[src/rtl/hazard_stall_ctrl.sv]
// hazard_stall_ctrl
// Pipeline stall controller beside the ID stage. Inserts one bubble on a
// load-use hazard and holds a multi-cycle multiply/divide in ID until the
// MDU result is ready.
//
// Optional feature macro: HAZARD_PERF_CNT_EN. When defined, stall_cycles
// counts the cycles in which pause was asserted. When undefined, stall_cycles
// is tied to zero.
//
// Ports:
//   clk, rst            clock and synchronous active-high reset
//   id_rs, id_rt        source register fields of the ID instruction
//   id_uses_rs/_rt      ID instruction reads rs / rt
//   id_mdu_start        ID instruction is a multi-cycle MDU op
//   id_mdu_div          1 = divide, 0 = multiply (qualified by id_mdu_start)
//   ex_reg_write_addr   destination register of the EXE instruction
//   ex_RegWE            EXE instruction writes the register file
//   ex_is_load          EXE instruction writes back memory data
//   pc_hold             freeze PC (combinational)
//   if_id_hold          freeze IF/ID register (combinational)
//   pause               load a bubble into ID/EXE (combinational)
//   mdu_busy            MDU stall state is active (combinational)
//   mdu_done            one-cycle pulse on the MDU release cycle (combinational)
//   stall_cycles        stall performance counter
module hazard_stall_ctrl #(
  parameter int unsigned MUL_CYCLES = 4,
  parameter int unsigned DIV_CYCLES = 32
) (
  input  logic        clk,
  input  logic        rst,
  input  logic [4:0]  id_rs,
  input  logic [4:0]  id_rt,
  input  logic        id_uses_rs,
  input  logic        id_uses_rt,
  input  logic        id_mdu_start,
  input  logic        id_mdu_div,
  input  logic [4:0]  ex_reg_write_addr,
  input  logic        ex_RegWE,
  input  logic        ex_is_load,
  output logic        pc_hold,
  output logic        if_id_hold,
  output logic        pause,
  output logic        mdu_busy,
  output logic        mdu_done,
  output logic [31:0] stall_cycles
);

  localparam int unsigned CNT_W = 6;
  localparam int unsigned PERF_W = 32;

  // The counter is loaded with N-1 so the release lands exactly N cycles after T0.
  localparam logic [CNT_W-1:0] MUL_LOAD = CNT_W'(MUL_CYCLES - 1);
  localparam logic [CNT_W-1:0] DIV_LOAD = CNT_W'(DIV_CYCLES - 1);

  typedef enum logic {
    IDLE = 1'b0,
    BUSY = 1'b1
  } state_t;

  state_t             state_q, state_d;
  logic [CNT_W-1:0]   cnt_q, cnt_d;
  logic               lu;
  logic               hold;
  logic               done;
  logic               busy;

  // Load-use hazard between the ID sources and a load in EXE.
  always_comb begin
    lu = ex_is_load & ex_RegWE & (ex_reg_write_addr != 5'd0) &
         ((id_uses_rs & (id_rs == ex_reg_write_addr)) |
          (id_uses_rt & (id_rt == ex_reg_write_addr)));
  end

  // State and counter registers.
  always_ff @(posedge clk) begin
    if (rst) begin
      state_q <= IDLE;
      cnt_q   <= '0;
    end else begin
      state_q <= state_d;
      cnt_q   <= cnt_d;
    end
  end

  // Next-state and output logic.
  always_comb begin
    state_d = state_q;
    cnt_d   = cnt_q;
    hold    = 1'b0;
    done    = 1'b0;
    busy    = 1'b0;
    case (state_q)
      IDLE: begin
        // The load-use bubble wins; an MDU start waits for the next cycle.
        if (lu) begin
          hold = 1'b1;
        end else if (id_mdu_start) begin
          hold    = 1'b1;
          cnt_d   = id_mdu_div ? DIV_LOAD : MUL_LOAD;
          state_d = BUSY;
        end
      end
      BUSY: begin
        // EXE holds only bubbles here, so no load-use check is needed.
        busy = 1'b1;
        if (cnt_q != '0) begin
          hold  = 1'b1;
          cnt_d = cnt_q - CNT_W'(1);
        end else begin
          done    = 1'b1;
          state_d = IDLE;
        end
      end
      default: begin
        state_d = IDLE;
      end
    endcase
    // Reset suppresses all outputs in the cycle it is asserted.
    if (rst) begin
      hold = 1'b0;
      done = 1'b0;
      busy = 1'b0;
    end
  end

  assign pc_hold    = hold;
  assign if_id_hold = hold;
  assign pause      = hold;
  assign mdu_busy   = busy;
  assign mdu_done   = done;

`ifdef HAZARD_PERF_CNT_EN
  logic [PERF_W-1:0] perf_q;

  // Counts bubble cycles; wraps naturally at the top of the range.
  always_ff @(posedge clk) begin
    if (rst) begin
      perf_q <= '0;
    end else if (hold) begin
      perf_q <= perf_q + PERF_W'(1);
    end
  end

  assign stall_cycles = perf_q;
`else
  assign stall_cycles = PERF_W'(0);
`endif

endmodule
[config.mk]
export PLATFORM = sky130hd
export DESIGN_NAME = hazard_stall_ctrl
export DESIGN_NICKNAME = d
export VERILOG_FILES = /design/src/rtl/hazard_stall_ctrl.sv
export SDC_FILE = /design/constraint.sdc
export NUM_CORES = 1
export LEC_CHECK = 0
export ABC_CLOCK_PERIOD_IN_PS = 3350
export CAP_MARGIN = 25
export CELL_PAD_IN_SITES_DETAIL_PLACEMENT = 1
export CELL_PAD_IN_SITES_GLOBAL_PLACEMENT = 1
export CORE_AREA = 2 2 55 77
export CTS_BUF_LIST = sky130_fd_sc_hd__clkbuf_8
export DETAILED_ROUTE_END_ITERATION = 16
export DIE_AREA = 0 0 57 79
export PLACE_DENSITY_LB_ADDON = 0.1
export SLEW_MARGIN = 40
export SYNTH_ARGS = -nofsm -noshare
export SYNTH_HDL_FRONTEND = slang
export SYNTH_SLANG_ARGS = --single-unit
[constraint.sdc]
create_clock -name clk -period 3.35 [get_ports clk]
set_input_delay 1.005 -clock clk [delete_from_list [all_inputs] [get_ports clk]]
set_output_delay 1.005 -clock clk [all_outputs]
set_load 0.02 [all_outputs]
==> impl_metrics.yaml <==
power:
  cellPowerDensity_nw_per_um2: 385
  p_leak_nw: 0.595
  ir_worst_vdd_mv: 0.289
  p_total_mw: 0.481
setup_path:
  worstSetupStartpointType: "primary input"
  arrival_ns: 2.29
  crit_fanout: 3
  end_kind: "output port"
  path_class: "in2out"
  worstPathRequired_ns: 2.34
floorplanning:
  start_util: 0.240
  placementRows: 27
  coreArea_um2: 3850
  die_area_um2: 4500
  die_h_um: 79
  io_pins: 60
  die_w_um: 57
yosys:
  ys_ff_latch: 7
  synthTopCellsByArea: "buf_4 (28%), dfxtp_1 (15%), xor2_1 (8.5%), nor3_1 (3.8%), nand2_1 (3.3%)"
  syn_avg_cell_area_um2: 7.51
  yosysTopAreaCell: "buf_4"
  synth_area_um2: 923
  yosys-top-cells-count: "buf_4 (34), xor2_1 (9), nand2_1 (8)"
  netlist-cell-type-count: 39
  yosysSeqAreaShare: 0.152
  synth-edff-count: 0
  syn_inst: 123
  ys_warn_count: 0
  yosysTopAreaCellShare: 0.276
  synth_most_common_cell: "buf_4"
  ys.flop_type: "dfxtp_1"
  async_flop_share: 0
timing:
  hold_violations: 0
  setup_viol: 0
  period_minus_slack_ns: 3.30
  fin_ws_ns: 0.0501
  fin_crit_sh: 0.985
  slew_headroom: 0.636
  fin_worst_skew_ns: 0.00388
  drv_slew: 0
  rsz0062_at_grt: "yes"
  worstMarginPinSlew_ns: 0.546
  max_freq_mhz: 303
route:
  ant_nets: 0
  wl_per_cell_um: 13.4
  firstDrtPassIters: 4
  first_iter_violations: 10
  vias_per_cell: 4.36
  wl_um: 2720
  drc: 0
  num_vias: 885
flow_run:
  maxCapViolCount: 0
place:
  dp.cells: 198
  io_buffer_count: 27
  place_congestion: 0.737
  post-place-ws_ns: -0.843
  placed_area_um2: 1190
  dp_hpwl_um: 2280
clock_network:
  clk_path_buf_depth: 2
  cts-root-buf: "clkbuf_8"
  clk_pin_slew_ns: 0.04
  clk_latency_ns: 0.24
  ctsHoldBuffers: 0
  htree_levels: 1
  cts_sinks: 7
  tritoncts: "done"
  numCtsBuffers: 3
final_layout:
  final_core_util: 0.325
  nNetsFinal: 186
  final_cells: 203
  area_growth_pct: 35.5
  n_antenna_cell: 0
  drive_gt1_frac: 0.219
  fin_area_um2: 1250
global_routing:
  antenna_found_initial: 0
  track_usage: 0.118
  grt_max_degree: 15
  overflow: 0
  grt_first_pass_wirelength_um: 4150
  grt_pass1_vias: 875
min_path:
  min_path_type: "reg2reg"
status:
  outcome: "complete, no violations"
## routing by layer
| layer | wire (um) | track usage | share of wire | vias to the layer above |
|---|---|---|---|---|
| li1 | - | - | - | 433 |
| met1 | 966 | 0.116 | 0.36 | 411 |
| met2 | 1560 | 0.246 | 0.58 | 37 |
| met3 | 171 | 0.0212 | 0.063 | 4 |
| met4 | 15 | 0.0209 | 0.0055 | 0 |
| met5 | 0 | 0 | 0 | - |
## per-stage QoR
stage	TNS [ns]	hold slack, ns
detailed placement	-2.53	0.510
finish	0	0.529
global route	-0.139	0.568
CTS	0	0.524
global placement	-2.47	0.503
floorplan	0	0.476
## worst paths after layout
kind | startpoint | endpoint | slack [ns] | depth (start not counted)
max reg2reg | cnt_q[0] | cnt_q[0] | 1.53 | 8
max | id_rs[1] | pause | 0.05 | 7
min | cnt_q[4] | cnt_q[4] | 0.53 | 2
min reg2reg | cnt_q[4] | cnt_q[4] | 0.53 | 2
## layout make-up
| cell class | instances | area [um2] |
|---|---|---|
| clock buffers | 3 | 41.3 |
| flip-flops and latches | 7 | 140 |
| inverters | 5 | 18.8 |
| multi-input cells | 106 | 658 |
| repair buffers | 38 | 335 |
| well taps | 43 | 53.8 |
| fillers | 500 | 2600 |
| clock inverters | 1 | 3.75 |
## power breakdown
part,switching [mW],leakage [nW],internal (mW)
logic,0.141,0.510,0.0983
registers,0.0178,0.0579,0.0987
clock network,0.0456,0.0269,0.0801
## critical path: stages
cell and delay, ns:
buf_6 0.10, xor2_2 0.17, nor4_2 0.30, a32oi_2 0.15, or2_4 0.27, a21oi_4 0.17, buf_6 0.14
## cell families after synthesis
logic type | share of synthesized area
other | 0.00406
XOR/XNOR | 0.114
adder cells (fa/ha/maj) | 0.0271
AND/OR/NAND/NOR | 0.228
buffers and inverters | 0.305
flip-flops | 0.152
AO/OA/AOI/OAI | 0.171
## placed cells by master, fill, tap and decap left out, drive strengths merged, types with 4 or more instances in the layout
cell and n:
inv 6, clkbuf 5, a21oi 4, dfxtp 7, buf 20, nor2 7, xor2 9, nand2 8
dlygate4sd2 4, nor3 7, conb 32, clkdlybuf4s50 7
## state kept, by name, summed over array words and instances, names as in the netlist
register  cells
cnt_q         6
state_q       1
## timing repair
action | 4_1_cts | 5_1_grt
resized for setup | 56 | 12
cloned | 0 | 0
setup buffers | 1 | 0
endpoints found under the setup margin | 3 | 5
pin swaps | 11 | 1
Power figures use the tool's default switching activity.
